### src/rtl/uart_pkg.sv
// Shared UART definitions: FSM state encodings and the baud divisor table,
// common to the transmitter and receiver.
package uart_pkg;

  typedef enum logic [2:0] {
    IDLE   = 3'd0,
    START  = 3'd1,
    DATA   = 3'd2,
    PARITY = 3'd3,
    STOP   = 3'd4
  } uart_state_t;

  localparam int BAUD_W = 14;

  localparam logic [BAUD_W-1:0] BAUD_DIV_0 = 14'd10416;
  localparam logic [BAUD_W-1:0] BAUD_DIV_1 = 14'd5208;
  localparam logic [BAUD_W-1:0] BAUD_DIV_2 = 14'd2604;
  localparam logic [BAUD_W-1:0] BAUD_DIV_3 = 14'd1736;
  localparam logic [BAUD_W-1:0] BAUD_DIV_4 = 14'd868;
  localparam logic [BAUD_W-1:0] BAUD_DIV_5 = 14'd434;
  localparam logic [BAUD_W-1:0] BAUD_DIV_6 = 14'd217;
  localparam logic [BAUD_W-1:0] BAUD_DIV_7 = 14'd108;

  function automatic logic [BAUD_W-1:0] baud_div(input logic [2:0] sel);
    case (sel)
      3'd0:    baud_div = BAUD_DIV_0;
      3'd1:    baud_div = BAUD_DIV_1;
      3'd2:    baud_div = BAUD_DIV_2;
      3'd3:    baud_div = BAUD_DIV_3;
      3'd4:    baud_div = BAUD_DIV_4;
      3'd5:    baud_div = BAUD_DIV_5;
      3'd6:    baud_div = BAUD_DIV_6;
      default: baud_div = BAUD_DIV_7;
    endcase
  endfunction

endpackage

### src/rtl/uart_baud_gen.sv
// Bit-period timer: counts 0..div-1 while run is high and emits tick on the
// last cycle of each bit; held at zero whenever run is low.
module uart_baud_gen
  import uart_pkg::*;
(
  input  logic              clock,
  input  logic              resetn,
  input  logic              run,
  input  logic [BAUD_W-1:0] div,
  output logic              tick
);

  logic [BAUD_W-1:0] cnt;

  assign tick = run && (cnt == div - 14'd1);

  always_ff @(posedge clock or negedge resetn) begin
    if (!resetn) begin
      cnt <= '0;
    end else if (!run || tick) begin
      cnt <= '0;
    end else begin
      cnt <= cnt + 14'd1;
    end
  end

endmodule

### src/rtl/uart_tx.sv
// UART transmitter, 8 data bits LSB first, STOP_BITS stop bits.
// Optional even parity bit when UART_TX_PARITY_EN is defined.
//
// state  | meaning
// IDLE   | line high, tx_ready follows uart_en
// START  | start bit, line low for one bit period
// DATA   | 8 data bits from shift[0], LSB first
// PARITY | even parity of the latched byte (UART_TX_PARITY_EN only)
// STOP   | line high for STOP_BITS bit periods, tx_done on exit
module uart_tx
  import uart_pkg::*;
#(
  parameter int STOP_BITS = 1
) (
  input  logic       clock,
  input  logic       resetn,
  input  logic       uart_en,
  input  logic [2:0] baud_tx_sel,
  input  logic       tx_valid,
  input  logic [7:0] tx_dat,
  output logic       tx_ready,
  output logic       tx_busy,
  output logic       tx_done,
  output logic       TX
);

  localparam logic STOP_LAST = (STOP_BITS == 2);

  uart_state_t       state;
  logic [7:0]        shift;
  logic [2:0]        bit_cnt;
  logic [2:0]        sel_lat;
  logic              stop_cnt;
  logic              run;
  logic              tick;
  logic [BAUD_W-1:0] div;
`ifdef UART_TX_PARITY_EN
  logic              par;
`endif

  assign tx_ready = (state == IDLE) && uart_en;
  assign tx_busy  = (state != IDLE);
  assign run      = tx_busy && uart_en;
  assign div      = baud_div(sel_lat);

  uart_baud_gen u_baud_gen (
    .clock  (clock),
    .resetn (resetn),
    .run    (run),
    .div    (div),
    .tick   (tick)
  );

  always_ff @(posedge clock or negedge resetn) begin
    if (!resetn) begin
      state    <= IDLE;
      shift    <= 8'h00;
      bit_cnt  <= 3'd0;
      sel_lat  <= 3'd0;
      stop_cnt <= 1'b0;
      tx_done  <= 1'b0;
      TX       <= 1'b1;
`ifdef UART_TX_PARITY_EN
      par      <= 1'b0;
`endif
    end else begin
      tx_done <= 1'b0;
      // Losing the enable mid-frame abandons the frame without a done pulse.
      if (tx_busy && !uart_en) begin
        state    <= IDLE;
        TX       <= 1'b1;
        bit_cnt  <= 3'd0;
        stop_cnt <= 1'b0;
      end else begin
        case (state)
          IDLE: begin
            if (tx_valid && uart_en) begin
              shift    <= tx_dat;
              sel_lat  <= baud_tx_sel;
              bit_cnt  <= 3'd0;
              stop_cnt <= 1'b0;
              state    <= START;
              TX       <= 1'b0;
`ifdef UART_TX_PARITY_EN
              par      <= ^tx_dat;
`endif
            end
          end
          START: begin
            if (tick) begin
              state <= DATA;
              TX    <= shift[0];
            end
          end
          DATA: begin
            if (tick) begin
              shift <= {1'b0, shift[7:1]};
              if (bit_cnt == 3'd7) begin
                bit_cnt <= 3'd0;
`ifdef UART_TX_PARITY_EN
                state   <= PARITY;
                TX      <= par;
`else
                state   <= STOP;
                TX      <= 1'b1;
`endif
              end else begin
                bit_cnt <= bit_cnt + 3'd1;
                TX      <= shift[1];
              end
            end
          end
`ifdef UART_TX_PARITY_EN
          PARITY: begin
            if (tick) begin
              state <= STOP;
              TX    <= 1'b1;
            end
          end
`endif
          STOP: begin
            if (tick) begin
              if (stop_cnt == STOP_LAST) begin
                state    <= IDLE;
                stop_cnt <= 1'b0;
                tx_done  <= 1'b1;
              end else begin
                stop_cnt <= stop_cnt + 1'b1;
              end
            end
          end
          default: begin
            state <= IDLE;
            TX    <= 1'b1;
          end
        endcase
      end
    end
  end

endmodule

### config.mk
export PLATFORM = sky130hd
export DESIGN_NAME = uart_tx
export DESIGN_NICKNAME = d
export VERILOG_FILES = /design/src/rtl/uart_pkg.sv /design/src/rtl/uart_baud_gen.sv /design/src/rtl/uart_tx.sv
export SDC_FILE = /design/constraint.sdc
export NUM_CORES = 1
export LEC_CHECK = 0
export CAP_MARGIN = 30
export CORE_ASPECT_RATIO = 0.7
export CORE_UTILIZATION = 30
export CTS_BUF_LIST = sky130_fd_sc_hd__clkbuf_8
export CTS_CLUSTER_DIAMETER = 80
export DETAILED_ROUTE_END_ITERATION = 10
export GPL_TIMING_DRIVEN = 0
export SYNTH_ARGS = -nofsm -noshare
export SYNTH_HDL_FRONTEND = slang
export SYNTH_SLANG_ARGS = --single-unit
### constraint.sdc
create_clock -name clock -period 4.3 [get_ports clock]
set_clock_uncertainty 0.2 [all_clocks]
set_input_delay 0.86 -clock clock [delete_from_list [all_inputs] [get_ports clock]]
set_output_delay 0.86 -clock clock [all_outputs]
set_load 0.01 [all_outputs]
==> metrics.yaml <==
syn_nets: 273
synth.distinct_cells: 55
place_congestion: 0.843
fp.dieW_um: 107
setup_viol: 0
ctsHoldBuffers: 0
status: "finished, final reports clean"
drv_slew: 0
grt_pass1_wl_um: 9000
yosys_warnings: 0
cts_tree: "yes"
fin_crit_ps: 3830
drtAntennaViolNets: 0
drtIter0Drc: 95
place_ws_ps: 581
die_h_um: 75.8
path_class: "reg2reg"
io_pins: 19
drt-pass1-iter-count: 4
worst_slew_pin_slew_ps: 763
crit_required_ps: 4270
n_antenna_cell: 0
final_layout_size_suffix_gt1_share_pct: 14.4
relSlewSlack_pct: 48.9
dp_hpwl_um: 4150
antenna_found_initial: 0
fmax_ghz: 0.261
finalCritPeriodShare_pct: 89.1
ys_seq_elements: 33
hold_violations: 0
irDropWorstVdd_v: 0.000122
cts_setup_buffers: 0
grtUsageMet2_pct: 18.0
clk_latency_ps: 290
numCtsBuffers: 5
met1_usage_pct: 24.2
track_usage_pct: 14.4
final_util_pct: 36.9
drc: 0
grt_pass1_vias: 1713
startpoint_type: "flip-flop"
synthTopCellsByArea: "dfrtp_1, nor2_1, mux2_4, mux2_2, ha_1"
clock_path_buffers: 2
busiest_layer: "met1"
synth_area_leader_cell: "dfrtp_1"
cap_violations: 0
viasPerCell: 5.17
synth.avg_cell_area_um2: 9.30
fillers: 751
layout.nets: 298
critPathMaxFanout: 10
rows: 26
p_leak_nw: 1.15
synthesis.area_um2: 2330
cts.sinks: 33
drt-total-wl_um: 5530
area_growth_pct: 17.1
stdcell_area_um2: 2730
dieArea_um2: 8150
core_um2: 7420
grt_max_degree: 34
synth_top_area_share_pct: 34.3
wire_per_inst_um: 14.7
num_vias: 1940
io_buffers: 18
power_density_nw_per_um2: 343
synth_top_flop_cell: "dfrtp_1"
hold_class: "reg2reg"
synth_edf_count: 0
gr-usage-met3_pct: 2.31
htreeDepth: 2
crit_path_end_kind: "flip-flop"
async_reset_ff_share_pct: 100
initial_core_util_pct: 31.5
placed_area_um2: 2630
globalRouteOverflowTotal: 0
cp.arrival_ps: 3800
ctsResizeCount: 0
synth_seq_area_share_pct: 35.4
seq_area_um2: 827
rrSetupSlack_ps: 470
cts_root_buf: "clkbuf_8"
rsz0062_at_grt: "no"
multi_input_comb_area_um2: 1400
synth_cells: 251
setup_tns_ps: 0
clk_pin_slew_ps: 70
setup_ws_ps: 470
-- worst max-delay path, cell delays in order (launching register included) --
cell and delay [ps]:
dfrtp_1 450, buf_4 210, clkbuf_1 310, nand3_1 130, ha_1 240, buf_2 190, or3b_1 180, a21oi_1 60
o32ai_1 650, nor4_4 110, and4_4 250, a31oi_4 380, mux2_4 340
-- sequential cells by signal, indices dropped and copies added, names as in the netlist --
name and flops:
u_baud_gen.cnt 14, shift 8, bit_cnt 3, sel_lat 3
state 3, TX 1, tx_done 1
-- cells by family after synthesis --
family	Yosys count	share of synthesized area, %
simple gates	107	25.0
compound gates	41	13.0
flops	33	35.4
xor+xnor	20	7.50
buf+inv	23	4.82
mux	20	10.5
fa+ha+maj	7	3.75
-- cell usage after synthesis (2+ instances only) --
| cell | count |
|---|---|
| o41ai_1 | 2 |
| a211oi_1 | 2 |
| a21oi_1 | 10 |
| a32o_1 | 2 |
| dfrtp_1 | 32 |
| mux2i_1 | 5 |
| o21ai_0 | 8 |
| and3_1 | 7 |
| nor2_1 | 29 |
| xnor2_1 | 10 |
| nand4_1 | 5 |
| buf_4 | 4 |
| buf_2 | 3 |
| and4_1 | 3 |
| mux2_2 | 8 |
| nor2b_1 | 5 |
| ha_1 | 7 |
| nor3b_1 | 4 |
| nand3_1 | 6 |
| nand2b_1 | 3 |
| mux2_4 | 7 |
| a311oi_1 | 2 |
| o32ai_1 | 3 |
| clkbuf_1 | 7 |
| nor3_1 | 7 |
| nand3b_1 | 2 |
| nand2_1 | 23 |
| or2_2 | 2 |
| xor2_1 | 10 |
| inv_1 | 8 |
-- power by group --
group          internal, mW  switching [mW]  total (mW)
clock network         0.145           0.121       0.265
logic                 0.140           0.168       0.308
registers             0.339          0.0243       0.363
-- final timing paths --
| kind | from | endpoint | cells past startpoint |
|---|---|---|---|
| worst max-delay path | sel_lat[2]$_DFFE_PN0P_ | shift[6]$_DFFE_PN0P_ | 12 |
| worst min-delay path | shift[2]$_DFFE_PN0P_ | shift[2]$_DFFE_PN0P_ | 1 |
| worst max register to register | sel_lat[2]$_DFFE_PN0P_ | shift[6]$_DFFE_PN0P_ | 12 |
| worst min register to register | shift[2]$_DFFE_PN0P_ | shift[2]$_DFFE_PN0P_ | 1 |
| max in group asynchronous | resetn | u_baud_gen.cnt[3]$_DFF_PN0_ | 1 |
| min in group asynchronous | resetn | state[2]$_DFFE_PN0P_ | 1 |
-- cell usage in the layout (no fill, tap or decap), drive strengths merged, types with 6 or more instances in the layout --
cell type / netlist / routed
a21oi: 11 / 11
and3: 7 / 7
buf: 8 / 9
clkbuf: 7 / 14
clkdlybuf4s50: 0 / 17
dfrtp: 32 / 32
ha: 7 / 7
inv: 8 / 8
mux2: 15 / 15
nand2: 23 / 23
nand3: 6 / 6
nor2: 29 / 29
nor3: 7 / 7
o21ai: 8 / 8
xnor2: 10 / 10
xor2: 10 / 10
-- cell type report --
| class | instances | area share (%) |
|---|---|---|
| Buffer | 15 | 3.02 |
| Sequential cell | 33 | 30.3 |
| Timing Repair Buffer | 18 | 6.41 |
| Inverter | 8 | 1.10 |
| Clock buffer | 7 | 3.52 |
| Tap cell | 98 | 4.49 |
| Multi-Input combinational cell | 195 | 51.0 |
| Clock inverter | 1 | 0.183 |
-- per-layer routing --
metal  wire length [um]  vias to the layer above
met5                  0                        -
met4                 51                        0
met3                286                        8
met2               2050                       41
met1               3140                      933
li1                   -                      958
-- stage by stage --
| step | hold slack (ps) | cells | power, mW |
|---|---|---|---|
| 2_1_floorplan | 272 | 251 | 0.586 |
| 3_3_place_gp | 288 | 367 | 0.672 |
| 3_5_place_dp | 295 | 367 | 0.672 |
| 4_1_cts | 312 | 375 | 0.939 |
| 5_1_grt | 321 | 375 | 0.990 |
| 6_report | 310 | 375 | 0.936 |
No activity file was read; power rests on OpenSTA's default activity.
